--- config.mk ---
export PLATFORM = sky130hd
export DESIGN_NAME = alu_arbiter
export DESIGN_NICKNAME = d
export VERILOG_FILES = /design/src/rtl/alu_arbiter.sv
export SDC_FILE = /design/constraint.sdc
export NUM_CORES = 1
export LEC_CHECK = 0
export BUFFER_PORTS_ARGS = -buffer_cell sky130_fd_sc_hd__buf_2
export CAP_MARGIN = 20
export CORE_ASPECT_RATIO = 1.4
export CORE_MARGIN = 2
export CORE_UTILIZATION = 30
export CTS_BUF_LIST = sky130_fd_sc_hd__clkbuf_2 sky130_fd_sc_hd__clkbuf_4 sky130_fd_sc_hd__clkbuf_8
export DETAILED_ROUTE_END_ITERATION = 12
export GPL_ROUTABILITY_DRIVEN = 1
export GPL_TIMING_DRIVEN = 0
export HOLD_SLACK_MARGIN = 0.02
export PLACE_DENSITY = 0.6
export SLEW_MARGIN = 20
export SYNTH_ARGS = -nofsm -noshare
export SYNTH_HDL_FRONTEND = slang
export SYNTH_SLANG_ARGS = --single-unit
--- constraint.sdc ---
create_clock -name CLK -period 3.6 [get_ports CLK]
set_input_delay 0.72 -clock CLK [delete_from_list [all_inputs] [get_ports CLK]]
set_output_delay 0.72 -clock CLK [all_outputs]
set_load 0.03 [all_outputs]
--- src/rtl/alu_arbiter.sv ---
// Round-robin front end that shares one combinational alu between two requesters.
// Optional ALU_OPCHECK_EN: op 3'b111 is squashed to a zero result with RspError set.
module alu_arbiter #(
   parameter int WIDTH = 16,
   parameter int OPW   = 3
) (
   input  logic               CLK,
   input  logic               Reset,
   input  logic [1:0]         ReqValid,
   output logic [1:0]         ReqReady,
   input  logic [2*WIDTH-1:0] ReqA,
   input  logic [2*WIDTH-1:0] ReqB,
   input  logic [2*OPW-1:0]   ReqOp,
   output logic [WIDTH-1:0]   AluA,
   output logic [WIDTH-1:0]   AluB,
   output logic [OPW-1:0]     AluOp,
   input  logic [WIDTH-1:0]   AluOut,
   input  logic               CarryOut,
   input  logic               Overflow,
   output logic [1:0]         RspValid,
   input  logic [1:0]         RspReady,
   output logic [WIDTH-1:0]   RspData,
   output logic               RspCarry,
   output logic               RspOverflow,
   output logic               RspError
);

   typedef enum logic [1:0] {
      IDLE,
      ISSUE,
      RESP
   } stateT;

   stateT            state;
   logic             grant;
   logic             lastGrant;
   logic             pendErr;
   logic             nextGrant;
   logic             anyValid;
   logic             illegal;
   logic [WIDTH-1:0] selA;
   logic [WIDTH-1:0] selB;
   logic [OPW-1:0]   selOp;

   always_comb begin
      anyValid  = |ReqValid;
      // With both valid, the port that did not win last time goes first.
      nextGrant = (&ReqValid) ? ~lastGrant : ReqValid[1];
      selA      = nextGrant ? ReqA[2*WIDTH-1:WIDTH] : ReqA[WIDTH-1:0];
      selB      = nextGrant ? ReqB[2*WIDTH-1:WIDTH] : ReqB[WIDTH-1:0];
      selOp     = nextGrant ? ReqOp[2*OPW-1:OPW] : ReqOp[OPW-1:0];
`ifdef ALU_OPCHECK_EN
      illegal   = (selOp == {OPW{1'b1}});
`else
      illegal   = 1'b0;
`endif
      ReqReady  = '0;
      if (state == IDLE && anyValid && !Reset)
         ReqReady[nextGrant] = 1'b1;
   end

   always_ff @(posedge CLK or posedge Reset) begin
      if (Reset) begin
         state       <= IDLE;
         grant       <= 1'b0;
         lastGrant   <= 1'b1;
         pendErr     <= 1'b0;
         AluA        <= '0;
         AluB        <= '0;
         AluOp       <= '0;
         RspValid    <= '0;
         RspData     <= '0;
         RspCarry    <= 1'b0;
         RspOverflow <= 1'b0;
         RspError    <= 1'b0;
      end else begin
         case (state)
            IDLE: begin
               if (anyValid) begin
                  AluA      <= selA;
                  AluB      <= selB;
                  AluOp     <= illegal ? '0 : selOp;
                  pendErr   <= illegal;
                  grant     <= nextGrant;
                  lastGrant <= nextGrant;
                  state     <= ISSUE;
               end
            end
            ISSUE: begin
               RspData     <= pendErr ? '0 : AluOut;
               RspCarry    <= pendErr ? 1'b0 : CarryOut;
               RspOverflow <= pendErr ? 1'b0 : Overflow;
               RspError    <= pendErr;
               RspValid    <= {grant, ~grant};
               state       <= RESP;
            end
            RESP: begin
               if (RspReady[grant]) begin
                  RspValid <= '0;
                  state    <= IDLE;
               end
            end
            default: state <= IDLE;
         endcase
      end
   end

endmodule
==> summary.md <==
| Metric | Value |
|---|---|
| Xor-xnor portion of the synthesized cell area | `0%` |
| Core occupancy in the finished layout | `43.0%` |
| Area taken by flip-flops and latches | `1480 um2` |
| H-tree depth | `3` |
| Most used flip-flop cell after synthesis | `dfrtp_1` |
| Part of the Yosys area used for sequential elements | `53.5%` |
| Register-to-register path setup slack | `2.13 ns` |
| Number of synthesized register bits | `59` |
| Post-synthesis instance area | `2760 um2` |
| Aggregate routed wire length | `7.83 mm` |
| Number of antenna violations at the first check in global routing | `0` |
| Post-synth cell types | `30` |
| Via-per-instance ratio | `4.75` |
| Adder and majority cell fraction of the synthesized area | `0%` |
| Mean routed wirelength per cell | `14.5 um` |
| TritonCTS clock tree | `yes` |
| Worst path arrival time | `1.76 ns` |
| Final critical delay including setup and external delays | `2.48 ns` |
| Rel. slew slack | `62.9%` |
| Clock transition at the registers of the reported paths | `0.07 ns` |
| Hold Slack | `0.335 ns` |
| Number of global-route vias before repair | `2642` |
| Hold buffers post-CTS | `0` |
| Number of max-cap violations | `0` |
| Setup Skew | `0.00671 ns` |
| Die Area | `10000 um2` |
| DRC viols | `0` |
| CP max FO | `10` |
| Layout cells sized above 1 | `49.3%` |
| R2R cell count | `4` |
| Total negative slack | `0 ns` |
| Kind of start point of the critical path | `input port` |
| Crit path kind | `input port to output port` |
| Cell at the root of the clock tree | `clkbuf_8` |
| Vert. Die Dim | `118 um` |
| Pin slew with the least headroom to its limit | `0.557 ns` |
| Capturing point of the worst reg2reg path | `AluB[1]$_DFFE_PP0P_` |
| Critical path required time | `2.88 ns` |
| Post-cts gate resize count | `0` |
| Growth of design area from synthesis to finish | `39.7%` |
| Type of the worst min-delay path | `input port to asynchronous set/reset pin` |
| Placement Setup Slack | `1.12 ns` |
| GRT overflow | `0` |
| Post-synth EDFFs | `0` |
| Area fraction in and, or, nand and nor cells after synthesis | `12.2%` |
| Clock buffer count from CTS | `9` |
| Core Footprint | `8980 um2` |
| Buffers from clock root to sink, at most | `2` |
| Post-route cell area | `3860 um2` |
| Leakage power | `1.94 nW` |
| Compound-cell area share of the yosys netlist | `18.0%` |
| Mapped Avg Cell Area | `10.4 um2` |
| Combinational family with the most area after synthesis | `compound AO/OA/AOI/OAI gates` |
| Largest net degree at the start of global routing | `44` |
| Final-report hold violation count | `0` |
| Fill cell total of the finished layout | `890` |
| Syn nets | `360` |
| Global-route wire length before repair | `13.0 mm` |
| Nets | `522` |
| Number of pins exceeding their max-slew limit in the final report | `0` |
| Critical Path Start | `ReqValid[1]` |
| Launch point of the worst reg-to-reg path | `state[0]$_DFFE_PP0P_` |
| Vias | `2560` |
| Worst vdd ir | `0.436 mV` |
| Total number of clock tree sinks | `59` |
| Unrepaired setup endpoints after global routing | `false` |
| Core Rows | `41` |
| Asr flop ratio synth | `100%` |
| Effective utilization at floorplan | `30.8%` |
| Number of nets with antenna violations after detailed routing | `0` |
| Combined global-route utilization of all metal layers | `16.3%` |
| Worst Setup Slack, final | `1.12 ns` |
| Buffer count from post-CTS setup fixing | `0` |
| Number of I/O pins | `152` |
| Endpoint type of the worst setup path | `output port` |
| Instance area at placement | `3680 um2` |
| Number of buffers added on ports | `150` |
| Number of endpoints failing setup at the final stage | `0` |
| Footprint of the multi-input gates | `1110 um2` |
| Worst-Skew Late Latency | `0.33 ns` |
| Post-route fraction of the period consumed by the critical path | `68.8%` |
| Status | `finished, final reports clean` |
| GPL Wtd Cong | `0.753` |
| Inserted Diodes | `0` |
| Pre-Repair DR Iteration Count | `4` |
| 1st-iter DRT viols | `81` |
| Total of warnings raised by yosys | `0` |
| Mapped Cells | `266` |
| Mux cell area share after synthesis | `9.78%` |
| HPWL reported at the end of detailed placement | `5.75 mm` |
| Ratio of total power to cell area | `996 nW/um2` |
| X dimension of the die | `85.1 um` |
| Highest attainable clock frequency | `0.404 GHz` |
worst max-delay path, stage by stage:
cell      delay (ns)
buf_2           0.11
a21boi_2        0.15
buf_4           0.17
buf_4           0.18
nor3_1          0.18
buf_2           0.23
area by class of cell:
type / instances / share of cell area, %
clock inverters: 2 / 0.259
flip-flops and latches: 59 / 38.3
plain buffers: 22 / 4.18
multi-input cells: 182 / 28.8
clock buffers: 13 / 4.47
inverters: 3 / 0.421
well taps: 107 / 3.47
repair buffers: 151 / 20.2
flip-flops by register name, indices dropped and copies added, names as in the netlist:
signal and flops:
lastGrant 1, RspCarry 1, state 2, RspValid 2, AluOp 3, AluA 16
RspData 16, RspOverflow 1, AluB 16, grant 1
cells by family (layout without fill, tap and decap cells):
group                  after synthesis  in the layout
flip-flops                          59             59
other                                1              1
buffers and inverters               25            191
AND/OR/NAND/NOR                     81             81
AO/OA/AOI/OAI                       82             82
multiplexers                        18             18
synth_stat cells, types with 2 or more instances:
| cell type | n | area (um2) |
|---|---|---|
| buf_2 | 6 | 30.0 |
| dfrtp_1 | 58 | 1450 |
| a31oi_1 | 36 | 225 |
| nand2_1 | 72 | 270 |
| a21oi_1 | 37 | 185 |
| buf_6 | 6 | 67.6 |
| buf_4 | 7 | 52.6 |
| a21o_1 | 2 | 15.0 |
| mux2_4 | 18 | 270 |
| nor2b_1 | 2 | 12.5 |
| clkbuf_1 | 2 | 7.51 |
| inv_1 | 2 | 7.51 |
metal layers:
metal / vias to the layer above / global-route usage [%] / share of wire [%]
met5: - / 0 / 0
met4: 0 / 5.75 / 1.6
met3: 11 / 4.42 / 6.4
met2: 91 / 27.0 / 49
met1: 1205 / 20.2 / 43
li1: 1253 / - / -
placed cells by master (no fill, tap or decap), types with 2 or more instances in the layout:
master    netlist  routed
buf_2           6     156
nand2_1        72      72
dfrtp_1        58      58
a21oi_1        37      37
a31oi_1        36      36
mux2_4         18      18
clkbuf_8        0      12
buf_4           7       7
buf_6           6       6
inv_4           1       2
clkbuf_1        2       2
nor2b_1         2       2
a21o_1          2       2
clkinv_2        0       2
worst max-delay path by stage:
stage / depth (start not counted) / to / slack [ns]
after floorplan: 2 / ReqReady[1] / 0.41
after global placement: 4 / ReqReady[1] / -0.30
after detailed placement: 6 / ReqReady[0] / 1.12
after CTS: 6 / ReqReady[0] / 1.12
after global routing: 5 / ReqReady[1] / 1.06
final: 6 / ReqReady[0] / 1.12
power breakdown:
group          switching, mW  internal (mW)  total [mW]
logic                   1.31          0.775        2.08
clock network          0.249          0.308       0.557
registers              0.197           1.01        1.21
total                   1.75           2.09        3.84
through the flow:
step                std cells  power [mW]
floorplan                 266        2.71
global placement          523        3.29
detailed placement        524        3.32
CTS                       539        3.90
global route              539        4.11
finish                    539        3.84
Power figures use the tool's default switching activity.
